`config.mk`:
```
export PLATFORM = sky130hd
export DESIGN_NAME = cpu_idecode_unit_flat
export DESIGN_NICKNAME = d
export VERILOG_FILES = /design/src/rtl/rapid_pkg.sv /design/src/rtl/cpu_idecode_unit_if.sv /design/src/rtl/cpu_idecode_logic.sv /design/src/rtl/cpu_idecode_unit.sv /design/src/flat_wrapper.sv
export SDC_FILE = /design/constraint.sdc
export NUM_CORES = 1
export LEC_CHECK = 0
export CORE_MARGIN = 3
export CORE_UTILIZATION = 50
export DETAILED_ROUTE_END_ITERATION = 8
export PLACE_DENSITY = 0.76
export REMOVE_ABC_BUFFERS = 1
export SLEW_MARGIN = 20
export SYNTH_ARGS = -nofsm -noshare
export SYNTH_HDL_FRONTEND = slang
export SYNTH_SLANG_ARGS = --single-unit
```
`constraint.sdc`:
```
create_clock -name i_clk -period 2.5 [get_ports i_clk]
set_input_delay 0.625 -clock i_clk [delete_from_list [all_inputs] [get_ports i_clk]]
set_output_delay 0.625 -clock i_clk [all_outputs]
set_load 0.02 [all_outputs]
```
`src/rtl/rapid_pkg.sv`:
```
// Shared decode types, RV32 opcode constants and ALU-op helpers for the decode stage.
package rapid_pkg;

  localparam logic [6:0] OpcLoad    = 7'b0000011;
  localparam logic [6:0] OpcMiscMem = 7'b0001111;
  localparam logic [6:0] OpcOpImm   = 7'b0010011;
  localparam logic [6:0] OpcAuipc   = 7'b0010111;
  localparam logic [6:0] OpcStore   = 7'b0100011;
  localparam logic [6:0] OpcOp      = 7'b0110011;
  localparam logic [6:0] OpcLui     = 7'b0110111;
  localparam logic [6:0] OpcBranch  = 7'b1100011;
  localparam logic [6:0] OpcJalr    = 7'b1100111;
  localparam logic [6:0] OpcJal     = 7'b1101111;
  localparam logic [6:0] OpcSystem  = 7'b1110011;

  typedef enum logic [4:0] {
    AluAdd, AluSub, AluSll, AluSlt, AluSltu, AluXor, AluSrl, AluSra, AluOr, AluAnd, AluPassB,
    AluMul, AluMulh, AluMulhsu, AluMulhu, AluDiv, AluDivu, AluRem, AluRemu
  } alu_op_e;

  typedef enum logic [2:0] {ClsNone, ClsR, ClsI, ClsS, ClsB, ClsU, ClsJ} instr_class_e;

  typedef struct packed {
    logic [4:0]   rd;
    logic [4:0]   rs1;
    logic [4:0]   rs2;
    logic [31:0]  imm;
    logic [2:0]   funct3;
    alu_op_e      alu_op;
    instr_class_e instr_class;
    logic         rd_we;
  } decoded_instr_t;

  // alt selects SUB/SRA over ADD/SRL
  function automatic alu_op_e alu_base_op(logic [2:0] funct3, logic alt);
    case (funct3)
      3'b000:  return alt ? AluSub : AluAdd;
      3'b001:  return AluSll;
      3'b010:  return AluSlt;
      3'b011:  return AluSltu;
      3'b100:  return AluXor;
      3'b101:  return alt ? AluSra : AluSrl;
      3'b110:  return AluOr;
      default: return AluAnd;
    endcase
  endfunction

  function automatic alu_op_e alu_mul_op(logic [2:0] funct3);
    case (funct3)
      3'b000:  return AluMul;
      3'b001:  return AluMulh;
      3'b010:  return AluMulhsu;
      3'b011:  return AluMulhu;
      3'b100:  return AluDiv;
      3'b101:  return AluDivu;
      3'b110:  return AluRem;
      default: return AluRemu;
    endcase
  endfunction

endpackage

```
`src/rtl/cpu_idecode_unit_if.sv`:
```
// Fetch-side and execute-side handshake bundle of the decode stage.
interface cpu_idecode_unit_if;
  logic                           i_valid;
  logic [31:0]                    i_pc;
  logic [31:0]                    i_instruction;
  logic                           o_ready;
  logic                           i_flush;
  logic                           o_valid;
  logic                           i_ready;
  logic [31:0]                    o_pc;
  rapid_pkg::decoded_instr_t      o_decoded;
  logic                           o_illegal;

  modport master (
    output i_valid, i_pc, i_instruction, i_flush, i_ready,
    input  o_ready, o_valid, o_pc, o_decoded, o_illegal
  );

  modport slave (
    input  i_valid, i_pc, i_instruction, i_flush, i_ready,
    output o_ready, o_valid, o_pc, o_decoded, o_illegal
  );
endinterface

```
`src/rtl/cpu_idecode_logic.sv`:
```
// Combinational RV32I decoder; RV32M decode enabled by CPU_IDECODE_RV32M_EN.
module cpu_idecode_logic
  import rapid_pkg::*;
(
  input  logic [31:0]    instr_i,
  output decoded_instr_t dec_o,
  output logic           illegal_o
);

  logic [6:0]  opcode;
  logic [2:0]  funct3;
  logic [6:0]  funct7;
  logic [31:0] imm_i, imm_s, imm_b, imm_u, imm_j;
  logic        writes_rd;

  assign opcode = instr_i[6:0];
  assign funct3 = instr_i[14:12];
  assign funct7 = instr_i[31:25];

  assign imm_i = {{20{instr_i[31]}}, instr_i[31:20]};
  assign imm_s = {{20{instr_i[31]}}, instr_i[31:25], instr_i[11:7]};
  assign imm_b = {{19{instr_i[31]}}, instr_i[31], instr_i[7], instr_i[30:25], instr_i[11:8], 1'b0};
  assign imm_u = {instr_i[31:12], 12'b0};
  assign imm_j = {{11{instr_i[31]}}, instr_i[31], instr_i[19:12], instr_i[20], instr_i[30:21],
                  1'b0};

  always_comb begin
    dec_o        = '0;
    dec_o.rd     = instr_i[11:7];
    dec_o.rs1    = instr_i[19:15];
    dec_o.rs2    = instr_i[24:20];
    dec_o.funct3 = funct3;
    writes_rd    = 1'b0;
    illegal_o    = 1'b0;
    case (opcode)
      OpcLui: begin
        dec_o.imm = imm_u; dec_o.alu_op = AluPassB; dec_o.instr_class = ClsU; writes_rd = 1'b1;
      end
      OpcAuipc: begin
        dec_o.imm = imm_u; dec_o.instr_class = ClsU; writes_rd = 1'b1;
      end
      OpcJal: begin
        dec_o.imm = imm_j; dec_o.instr_class = ClsJ; writes_rd = 1'b1;
      end
      OpcJalr: begin
        dec_o.imm = imm_i; dec_o.instr_class = ClsI; writes_rd = 1'b1;
        illegal_o = (funct3 != 3'b000);
      end
      OpcBranch: begin
        dec_o.imm = imm_b; dec_o.alu_op = AluSub; dec_o.instr_class = ClsB;
        illegal_o = (funct3 inside {3'b010, 3'b011});
      end
      OpcLoad: begin
        dec_o.imm = imm_i; dec_o.instr_class = ClsI; writes_rd = 1'b1;
        illegal_o = (funct3 inside {3'b011, 3'b110, 3'b111});
      end
      OpcStore: begin
        dec_o.imm = imm_s; dec_o.instr_class = ClsS;
        illegal_o = funct3[2] | (funct3 == 3'b011);
      end
      OpcOpImm: begin
        dec_o.imm = imm_i; dec_o.instr_class = ClsI; writes_rd = 1'b1;
        dec_o.alu_op = alu_base_op(funct3, (funct3 == 3'b101) & funct7[5]);
        // Shift-immediates reuse imm[11:5] as a funct7 that must be well-formed
        illegal_o = ((funct3 == 3'b001) && (funct7 != 7'b0))
                 || ((funct3 == 3'b101) && (funct7 != 7'b0) && (funct7 != 7'b0100000));
      end
      OpcOp: begin
        dec_o.instr_class = ClsR; writes_rd = 1'b1;
        if (funct7 == 7'b0000000) begin
          dec_o.alu_op = alu_base_op(funct3, 1'b0);
        end else if (funct7 == 7'b0100000) begin
          dec_o.alu_op = alu_base_op(funct3, 1'b1);
          illegal_o = !((funct3 == 3'b000) || (funct3 == 3'b101));
        end else if (funct7 == 7'b0000001) begin
`ifdef CPU_IDECODE_RV32M_EN
          dec_o.alu_op = alu_mul_op(funct3);
`else
          illegal_o = 1'b1;
`endif
        end else begin
          illegal_o = 1'b1;
        end
      end
      OpcMiscMem: begin
        dec_o.imm = imm_i; dec_o.instr_class = ClsI;
      end
      OpcSystem: begin
        dec_o.imm = imm_i; dec_o.instr_class = ClsI; writes_rd = 1'b1;
        illegal_o = (funct3 == 3'b100);
      end
      default: illegal_o = 1'b1;
    endcase
    if (instr_i[1:0] != 2'b11) illegal_o = 1'b1;
    dec_o.rd_we = writes_rd & ~illegal_o & (dec_o.rd != 5'd0);
  end

endmodule

```
`src/rtl/cpu_idecode_unit.sv`:
```
// Decode stage: combinational decode into a two-entry skid buffer (EMPTY/FULL/SKID).
// CPU_IDECODE_RV32M_EN enables RV32M decode in cpu_idecode_logic.
module cpu_idecode_unit
  import rapid_pkg::*;
(
  input logic               i_clk,
  input logic               i_reset_n,
  cpu_idecode_unit_if.slave bus
);

  typedef enum logic [1:0] {StEmpty, StFull, StSkid} state_e;

  typedef struct packed {
    logic [31:0]    pc;
    decoded_instr_t dec;
    logic           illegal;
  } entry_t;

  state_e         state_q, state_d;
  entry_t         main_q, main_d, skid_q, skid_d, in_entry;
  logic           ready_q, ready_d;
  logic           valid;
  logic           in_xfer, out_xfer;
  decoded_instr_t in_dec;
  logic           in_illegal;

  cpu_idecode_logic u_logic (
    .instr_i   (bus.i_instruction),
    .dec_o     (in_dec),
    .illegal_o (in_illegal)
  );

  assign in_entry = '{pc: bus.i_pc, dec: in_dec, illegal: in_illegal};
  assign valid    = (state_q == StFull) || (state_q == StSkid);
  assign in_xfer  = bus.i_valid & ready_q;
  assign out_xfer = valid & bus.i_ready;

  always_ff @(posedge i_clk or negedge i_reset_n) begin
    if (!i_reset_n) begin
      state_q <= StEmpty;
      ready_q <= 1'b1;
      main_q  <= '0;
      skid_q  <= '0;
    end else begin
      state_q <= state_d;
      ready_q <= ready_d;
      main_q  <= main_d;
      skid_q  <= skid_d;
    end
  end

  always_comb begin
    state_d = state_q;
    main_d  = main_q;
    skid_d  = skid_q;
    case (state_q)
      StEmpty: begin
        if (in_xfer) begin
          state_d = StFull;
          main_d  = in_entry;
        end
      end
      StFull: begin
        if (in_xfer && out_xfer) begin
          main_d = in_entry;
        end else if (in_xfer) begin
          state_d = StSkid;
          skid_d  = in_entry;
        end else if (out_xfer) begin
          state_d = StEmpty;
        end
      end
      StSkid: begin
        if (out_xfer) begin
          state_d = StFull;
          main_d  = skid_q;
        end
      end
      default: state_d = StEmpty;
    endcase
    // Redirect wins over any same-cycle transfer
    if (bus.i_flush) state_d = StEmpty;
    ready_d = (state_d != StSkid);
  end

  always_comb begin
    bus.o_valid   = valid;
    bus.o_ready   = ready_q;
    bus.o_pc      = main_q.pc;
    bus.o_decoded = main_q.dec;
    bus.o_illegal = main_q.illegal;
  end

endmodule
```
`src/flat_wrapper.sv`:
```
// flat-port wrapper written by rule: the top's interface ports become plain ports
module cpu_idecode_unit_flat import rapid_pkg::*;
  (i_clk, i_reset_n, bus_i_valid, bus_i_pc, bus_i_instruction, bus_i_flush, bus_i_ready, bus_o_ready, bus_o_valid, bus_o_pc, bus_o_decoded, bus_o_illegal);
  cpu_idecode_unit_if bus_i ();
  input logic i_clk;
  input logic i_reset_n;
  input wire logic [$bits(bus_i.i_valid)-1:0] bus_i_valid;
  input wire logic [$bits(bus_i.i_pc)-1:0] bus_i_pc;
  input wire logic [$bits(bus_i.i_instruction)-1:0] bus_i_instruction;
  input wire logic [$bits(bus_i.i_flush)-1:0] bus_i_flush;
  input wire logic [$bits(bus_i.i_ready)-1:0] bus_i_ready;
  output wire logic [$bits(bus_i.o_ready)-1:0] bus_o_ready;
  output wire logic [$bits(bus_i.o_valid)-1:0] bus_o_valid;
  output wire logic [$bits(bus_i.o_pc)-1:0] bus_o_pc;
  output wire logic [$bits(bus_i.o_decoded)-1:0] bus_o_decoded;
  output wire logic [$bits(bus_i.o_illegal)-1:0] bus_o_illegal;
  assign bus_i.i_valid = bus_i_valid;
  assign bus_i.i_pc = bus_i_pc;
  assign bus_i.i_instruction = bus_i_instruction;
  assign bus_i.i_flush = bus_i_flush;
  assign bus_i.i_ready = bus_i_ready;
  assign bus_o_ready = bus_i.o_ready;
  assign bus_o_valid = bus_i.o_valid;
  assign bus_o_pc = bus_i.o_pc;
  assign bus_o_decoded = bus_i.o_decoded;
  assign bus_o_illegal = bus_i.o_illegal;
  cpu_idecode_unit u_core (.i_clk(i_clk), .i_reset_n(i_reset_n), .bus(bus_i));
endmodule
```
==> flow_summary.yaml, run 1 <==
synthesis:
  yosysWarnings: 0
  syn_area_sq_um: 8700
  syn_inst: 941
  dominantRegCellSynth: "dfrtp_1"
  syn_avg_cell_area_sq_um: 9.25
  ys_ff_latch: 185
  async_flop_share_pct: 100
  synth_edf_count: 0
  yosysSeqAreaShare_pct: 53.2
  ys_types: 66
floorplanning:
  die_area_sq_um: 19000
  core_sq_um: 16800
  fp-row-count: 47
  die_h_um: 138
  io_pins: 163
  initial_core_util_pct: 51.7
  fp.dieW_um: 138
clock_tree:
  clockBufferDepth: 2
  cts_made_buffers: 17
  htree_levels: 4
  clk_latency_ns: 0.43
  cts_tree: "built"
  clk_pin_slew_ns: 0.07
  root_buffer: "clkbuf_16"
  postCtsSetupBuffers: 0
  cts.sinks: 185
timing:
  setup_viol: 0
  layout_min_cycle_time_ns: 2.35
  hold_viol_final: 0
  fin_tns_setup_ns: 0
  rsz0062_at_grt: "no"
  worst_slew_pin_slew_ns: 0.707
  fmax_ghz: 0.425
  skew_ns: 0.00681
  layout_setup_ws_ns: 0.146
  slew_headroom_pct: 52.9
  timing.final.max_slew_violations: 0
  holdWs_ns: 0.0779
  post-route-period-util_pct: 94.1
route:
  drtPass1Iterations: 5
  antenna_left: 0
  drt_first_iter_violations: 438
  routed_via_density: 5.58
  wirelength_um: 23700
  drc: 0
  avgRoutedWirePerCell_um: 17.2
  vias: 7660
finish:
  final_area_sq_um: 11700
  final_layout_size_suffix_gt1_share_pct: 12.0
  final_cells: 1372
  mostFrequentLayoutCells: "270 x nand2_1, 184 x dfrtp_1, 159 x clkdlybuf4s50_1, 80 x o21ai_0, 77 x buf_4"
  multiInputGateArea_sq_um: 3810
  fillerInstances: 1347
  n_antenna_cell: 0
  layout_commonest_cell: "nand2_1"
  final_core_util_pct: 69.6
  finalNetCount: 1213
  area.growth.synth_to_final_pct: 34.5
  ff_latch_area_sq_um: 4630
global_route:
  grt_max_degree: 65
  grt_antenna_before_repair: 0
  grt_util_all_layers_pct: 25.6
  grt_remaining_overflow: 0
  grt_pass1_vias: 7506
  grt_pass1_wl_um: 38500
placement:
  hpwl_um: 16000
  place_congestion: 0.849
  postPlaceCellArea_sq_um: 11100
  place.port_buffers: 161
  dpl_worst_slack_ns: -0.339
  placed_cells: 1341
critical_path:
  cp_slowest_cell: "clkdlybuf4s50_1"
  critPathTopFamily: "buffers and inverters"
  cp_common_cell: "buf_4"
  r2r-end: "u_core.bus.o_pc[0]"
  worstPathMaxFanout: 22
  r2r_start: "u_core.state_q[0]"
  rrSetupSlack_ns: 0.23
  cp-end-kind: "flop"
  critPathMaxStageDelay_ns: 0.53
  critPathBufInv: 3
  rr_worst_depth: 7
  required_ns: 2.84
  cp_cell_sequence: "clkdlybuf4s50_1 > buf_4 > nand2b_1 > a221o_1 > o2111a_1 > buf_4 > a221oi_2"
  cp.arrival_ns: 2.69
  path_class: "in2reg"
  critPathLaunchType: "input pin"
outcome:
  status: "completed"
pwr:
  ir_drop_uv: 524
  power_density_nw_per_um2: 939
  leakagePower_nw: 5.12
  total_power_mw: 11.0
min_path:
  min_path_type: "in2async"
run:
  max_cap_viol_count: 0
[what timing repair did]
| item | CTS | global route |
|---|---|---|
| endpoints found under the setup margin | 1 | 12 |
| hold buffers | 0 | 0 |
| gates resized for setup | 1 | 2 |
[flip-flops by register name, indices dropped and copies added, names as in the netlist]
signal	flops
u_core.bus.o_decoded	58
u_core.bus.o_pc	32
u_core.bus.o_illegal	1
u_core.bus.o_ready	1
u_core.state_q	2
u_core.skid_q	91
[worst max path at each step]
stage	endpoint	from	slack [ns]	depth (start not counted)
floorplan	u_core.bus.o_decoded[10]	u_core.state_q[0]	-4.25	6
global placement	u_core.skid_q[40]	bus_i_instruction[2]	-0.23	8
detailed placement	u_core.skid_q[40]	bus_i_instruction[2]	-0.34	8
CTS	u_core.bus.o_decoded[0]	u_core.state_q[1]	0.11	8
global route	u_core.bus.o_pc[29]	u_core.state_q[0]	0.06	7
finish	u_core.bus.o_decoded[37]	bus_i_instruction[5]	0.15	7
[layer usage]
| layer | part of all wire (%) | up-vias | GRT usage (%) | routed length (um) |
|---|---|---|---|---|
| met3 | 5.7 | 27 | 4.86 | 1360 |
| met1 | 45 | 3748 | 35.8 | 10600 |
| met4 | 1.3 | 0 | 6.92 | 308 |
| met2 | 48 | 235 | 41.3 | 11400 |
| met5 | 0 | - | 0 | 0 |
| li1 | - | 3650 | - | - |
[logic make-up after synthesis]
family | after synthesis | share of synthesized area, %
adders and majority gates | 6 | 0.805
other | 1 | 0.0431
and+or+nand+nor | 387 | 18.5
muxes | 54 | 6.22
buffers and inverters | 78 | 3.61
AOI/OAI and AO/OA | 228 | 17.4
DFF | 185 | 53.2
xor gates and xnor gates | 2 | 0.201
[where the power goes]
group	switching, mW	internal, mW	total (mW)
Clock	1.15	1.62	2.78
Combinational	1.99	1.66	3.64
Sequential	0.565	4.02	4.58
[cell type report]
| cell class | count | area share (%) |
|---|---|---|
| flip-flops and latches | 185 | 39.5 |
| clock inverters | 11 | 1.24 |
| inverters | 12 | 0.385 |
| well taps | 220 | 2.35 |
| clock buffers | 20 | 3.90 |
| repair buffers | 246 | 20.1 |
| multi-input cells | 678 | 32.5 |
[cell usage after synthesis, types with 4 or more instances]
| master | n | area share, % |
|---|---|---|
| nand2_1 | 271 | 12 |
| dfrtp_1 | 184 | 53 |
| o21ai_0 | 80 | 4.6 |
| nor2_1 | 59 | 2.5 |
| mux2i_1 | 53 | 6.1 |
| a21oi_1 | 52 | 3.0 |
| clkbuf_1 | 47 | 2.0 |
| a221oi_1 | 15 | 1.5 |
| inv_1 | 12 | 0.52 |
| a221oi_2 | 10 | 1.7 |
| a22o_1 | 10 | 1.0 |
| buf_1 | 9 | 0.39 |
| nand3_1 | 9 | 0.52 |
| buf_2 | 8 | 0.46 |
| o211ai_1 | 8 | 0.69 |
| a21boi_0 | 7 | 0.60 |
| a31oi_1 | 7 | 0.50 |
| o31ai_1 | 7 | 0.60 |
| nor2b_1 | 6 | 0.43 |
| and2_1 | 5 | 0.36 |
| and3_1 | 5 | 0.36 |
| nand2b_1 | 5 | 0.36 |
| nand3b_1 | 5 | 0.43 |
| nor3_1 | 5 | 0.29 |
| ha_1 | 4 | 0.58 |
| nor4_1 | 4 | 0.29 |
| o21a_1 | 4 | 0.35 |
Note: power is estimated with default switching activity, not from simulation.
==> run 2, diff against run 1 <==
==> constraint.sdc (replaced) <==
create_clock -name i_clk -period 2.3 [get_ports i_clk]
set_input_delay 0.575 -clock i_clk [delete_from_list [all_inputs] [get_ports i_clk]]
set_output_delay 0.575 -clock i_clk [all_outputs]
set_load 0.02 [all_outputs]
==> flow_summary.yaml, run 2 (synthesized netlist as in run 1, its figures left out) <==
finish:
  final_core_util_pct: 70.2
  largest_reg_flops: 91
  fillerInstances: 1323
  area.growth.synth_to_final_pct: 35.6
  mostFrequentLayoutCells: "270 x nand2_1, 184 x dfrtp_1, 159 x clkdlybuf4s50_1, 83 x buf_4, 80 x o21ai_0"
  n_antenna_cell: 0
  regMostFlops: "u_core.skid_q"
  layout_commonest_cell: "nand2_1"
  finalNetCount: 1223
  final_layout_size_suffix_gt1_share_pct: 13.1
timing:
  hold_viol_final: 0
  skew_ns: 0.00873
  holdWs_ns: 0.0236
  worst_slew_pin_slew_ns: 0.525
  slew_headroom_pct: 65.0
  setup_viol: 0
  timing.final.max_slew_violations: 0
  rsz0062_at_grt: "no"
  layout_min_cycle_time_ns: 2.27
  post-route-period-util_pct: 98.6
  fmax_ghz: 0.441
floorplanning:
  io_pins: 163
  fp.dieW_um: 138
  initial_core_util_pct: 51.7
  die_h_um: 138
  core_sq_um: 16800
  fp-row-count: 47
  die_area_sq_um: 19000
clock_tree:
  clk_latency_ns: 0.43
  cts.sinks: 185
  cts_made_buffers: 17
  hold_buffers: 0
  cts_tree: "built"
  root_buffer: "clkbuf_16"
  postCtsSetupBuffers: 0
  htree_levels: 4
  clockBufferDepth: 2
  clk_pin_slew_ns: 0.07
route:
  wirelength_um: 23500
  vias: 7764
  drtPass1Iterations: 7
  drt_first_iter_violations: 501
  drc: 0
  routed_via_density: 5.61
  antenna_left: 0
  avgRoutedWirePerCell_um: 17.0
placement:
  place_congestion: 0.883
  hpwl_um: 16300
  place.port_buffers: 161
critical_path:
  critPathLaunchType: "input pin"
  path_class: "in2reg"
  cp.arrival_ns: 2.59
  rr_worst_depth: 8
  worstPathMaxFanout: 22
  cp-end-kind: "flop"
  required_ns: 2.62
  r2r_start: "u_core.state_q[1]"
  r2r-end: "u_core.bus.o_decoded[0]"
  rrSetupSlack_ns: 0.14
pwr:
  ir_drop_uv: 641
  leakagePower_nw: 5.17
  power_density_nw_per_um2: 1010
min_path:
  min_path_type: "in2async"
global_route:
  grt_antenna_before_repair: 0
  grt_pass1_vias: 7442
  grt_max_degree: 65
  grt_pass1_wl_um: 37900
  grt_util_all_layers_pct: 25.3
  grt_remaining_overflow: 0
run:
  max_cap_viol_count: 0
outcome:
  status: "completed"
run 2: changes by cell type in the layout (fill, tap and decap cells not counted), sizes merged:
cell         change
inv              +2
buf             +10
clkinvlp         +1
dlygate4sd2      -1
bufinv           -1
run 2: per-layer routing:
metal / up-vias / track usage, % / wire length (um)
met3: 32 / 4.35 / 1530
met4: 0 / 7.41 / 364
met1: 3765 / 35.4 / 10400
met5: - / 0 / 0
li1: 3676 / - / -
met2: 291 / 40.7 / 11200
run 2: worst max-delay path, stage by stage:
cell and delay [ns]:
clkdlybuf4s50_1 0.51, buf_4 0.26, nand2b_1 0.10, a221o_1 0.39, o2111a_1 0.29, buf_12 0.16, a221oi_1 0.29
run 2: final cells by class:
type / count / area [sq um] / share of cell area (%)
well taps: 220 / 275 / 2.33
inverters: 12 / 45.0 / 0.382
repair buffers: 256 / 2450 / 20.8
multi-input cells: 678 / 3810 / 32.3
clock inverters: 13 / 143 / 1.21
clock buffers: 19 / 443 / 3.75
flip-flops and latches: 185 / 4630 / 39.2
run 2: through the flow:
step	setup TNS, ns	power, mW	setup WS, ns	cells	area [sq um]
CTS	0	12.0	0.0143	1383	11800
floorplan	-448.50	7.03	-4.45	875	8430
global route	0	12.6	0.00270	1383	11800
global placement	-19.77	8.89	-0.380	1351	11200
finish	0	11.9	0.0328	1383	11800
detailed placement	-22.83	9.05	-0.405	1351	11200
run 2: repair_timing:
item / CTS / global route
endpoints found under the hold margin: 0 / 0
cloned: 0 / 0
endpoints found under the setup margin: 2 / 48
gates resized for setup: 2 / 9
run 2: power breakdown:
group	internal (mW)	switching, mW	total, mW
Clock	1.64	1.29	2.93
Sequential	4.36	0.614	4.98
Combinational	1.85	2.17	4.02
Total	7.86	4.08	11.9
run 2: worst max path at each step:
stage / start / endpoint / slack, ns
finish: bus_i_instruction[5] / u_core.bus.o_decoded[32] / 0.03
global route: bus_i_instruction[5] / u_core.bus.o_decoded[32] / 0.003
CTS: u_core.state_q[0] / u_core.skid_q[37] / 0.01
detailed placement: bus_i_instruction[3] / u_core.bus.o_decoded[32] / -0.40
global placement: bus_i_instruction[3] / u_core.bus.o_decoded[32] / -0.38
floorplan: u_core.state_q[0] / u_core.bus.o_decoded[10] / -4.45
==> run 3, diff against run 2 <==
--- a/config.mk
+++ b/config.mk
@@ -8,9 +8,9 @@
 export CORE_MARGIN = 3
 export CORE_UTILIZATION = 50
 export DETAILED_ROUTE_END_ITERATION = 8
+export HOLD_SLACK_MARGIN = 0.12
 export PLACE_DENSITY = 0.76
 export REMOVE_ABC_BUFFERS = 1
-export SLEW_MARGIN = 20
 export SYNTH_ARGS = -nofsm -noshare
 export SYNTH_HDL_FRONTEND = slang
 export SYNTH_SLANG_ARGS = --single-unit
==> flow_summary.yaml, run 3 (synthesized netlist as in run 1, its figures left out) <==
outcome:
  status: "completed"
clock_tree:
  root_buffer: "clkbuf_16"
  htree_levels: 4
  cts_tree: "built"
  cts.sinks: 185
  clk_latency_ns: 0.43
  postCtsSetupBuffers: 0
  clk_pin_slew_ns: 0.07
  cts_made_buffers: 17
  clockBufferDepth: 2
floorplanning:
  io_pins: 163
  initial_core_util_pct: 51.7
  core_sq_um: 16800
  die_h_um: 138
  fp-row-count: 47
  fp.dieW_um: 138
  die_area_sq_um: 19000
finish:
  final_area_sq_um: 11800
  area.growth.synth_to_final_pct: 35.7
  largest_reg_flops: 91
  final_core_util_pct: 70.2
  n_antenna_cell: 0
  finalNetCount: 1224
  layout_commonest_cell: "nand2_1"
  regMostFlops: "u_core.skid_q"
  final_cells: 1384
  final_layout_size_suffix_gt1_share_pct: 13.1
  mostFrequentLayoutCells: "270 x nand2_1, 184 x dfrtp_1, 159 x clkdlybuf4s50_1, 83 x buf_4, 80 x o21ai_0"
  fillerInstances: 1322
route:
  routed_via_density: 5.59
  wirelength_um: 23500
  drc: 0
  antenna_left: 0
  avgRoutedWirePerCell_um: 17.0
  drtPass1Iterations: 5
  drt_first_iter_violations: 501
  vias: 7730
timing:
  holdWs_ns: 0.476
  post-route-period-util_pct: 99.1
  slew_headroom_pct: 64.3
  layout_min_cycle_time_ns: 2.28
  hold_viol_final: 0
  worst_slew_pin_slew_ns: 0.535
  setup_viol: 0
  timing.final.max_slew_violations: 0
  skew_ns: 0.00880
  fmax_ghz: 0.439
  fin_tns_setup_ns: 0
  rsz0062_at_grt: "no"
critical_path:
  cp.arrival_ns: 2.60
  crit_end: "u_core.bus.o_decoded[32]"
  r2r-end: "u_core.bus.o_decoded[0]"
  required_ns: 2.62
  rrSetupSlack_ns: 0.13
  path_class: "in2reg"
  cp-end-kind: "flop"
  worstPathMaxFanout: 22
  r2r_start: "u_core.state_q[1]"
  startpoint: "bus_i_instruction[5]"
  rr_worst_depth: 8
  critPathLaunchType: "input pin"
pwr:
  p_sw_mw: 4.08
  p_sw_share_pct: 34.2
  ir_drop_uv: 640
  seqPwrFrac_pct: 41.7
  p_int_mw: 7.86
  power_density_nw_per_um2: 1010
  pwr-share-comb_pct: 33.7
  clkPwrFrac_pct: 24.6
  leakagePower_nw: 5.17
min_path:
  hold_depth: 2
  min_path_type: "reg2reg"
global_route:
  grt_max_degree: 65
  top_usage_layer: "met2"
  grt_antenna_before_repair: 0
  grtUsageMet3_pct: 4.43
  grt_pass1_wl_um: 37900
  grt_remaining_overflow: 0
  grt_pass1_vias: 7441
  grt_use_met1_pct: 35.4
  met2_usage_pct: 40.7
  grt_util_all_layers_pct: 25.3
placement:
  hpwl_um: 16300
  postPlaceCellArea_sq_um: 11200
  place_congestion: 0.883
  place.port_buffers: 161
  placed_cells: 1351
run:
  max_cap_viol_count: 0
run 3: cell count changes in the layout (fill, tap and decap cells not counted), sizes merged:
cell	previous run	this run
dlygate4sd3	0	1
run 3: repair_timing:
item / CTS / global route
cloned: 0 / 0
setup endpoints to repair: 2 / 48
gates resized for setup: 2 / 9
hold buffers: 1 / 0
pin swaps: 0 / 0
endpoints found under the hold margin: 31 / 0
run 3: layer usage:
layer	vias to the layer above	wire length [um]	share of wire, %
met3	31	1510	6.4
li1	3684	-	-
met4	0	366	1.6
met2	276	11200	48
met1	3739	10400	44
met5	-	0	0
run 3: stage by stage:
stage,setup slack (ns),total power [mW]
final,0.0198,11.9
after global routing,0.00270,12.6
after CTS,0.0143,12.0
after detailed placement,-0.405,9.05
after global placement,-0.380,8.89
after floorplan,-4.45,7.03
run 3: area by class of cell:
class                   instances  area (sq um)  share of cell area (%)
clock buffers                  19           443                    3.75
clock inverters                13           143                    1.21
inverters                      12          45.0                   0.381
multi-input cells             678          3810                    32.3
flip-flops and latches        185          4630                    39.2
well taps                     220           275                    2.33
repair buffers                257          2460                    20.9
run 3: critical path, cell delays in order:
cell and delay, ns:
clkdlybuf4s50_1 0.51, buf_4 0.26, nand2b_1 0.10, a221o_1 0.41, o2111a_1 0.30, buf_12 0.16
a221oi_1 0.29
run 3: how the worst min path moves through the flow:
stage	endpoint	from
after floorplan	u_core.bus.o_decoded[0]	i_reset_n
after global placement	u_core.skid_q[8]	u_core.skid_q[8]
after detailed placement	u_core.skid_q[8]	u_core.skid_q[8]
after CTS	u_core.skid_q[45]	u_core.skid_q[45]
after global routing	u_core.skid_q[45]	u_core.skid_q[45]
final	u_core.skid_q[6]	u_core.skid_q[6]
run 3: power by group through the flow:
stage	registers [mW]	clock network, mW	logic [mW]
floorplan	5.50	0	1.53
global placement	4.97	0	3.92
detailed placement	5.02	0	4.03
CTS	4.97	2.98	4.06
global route	5.10	3.12	4.43
finish	4.98	2.93	4.03
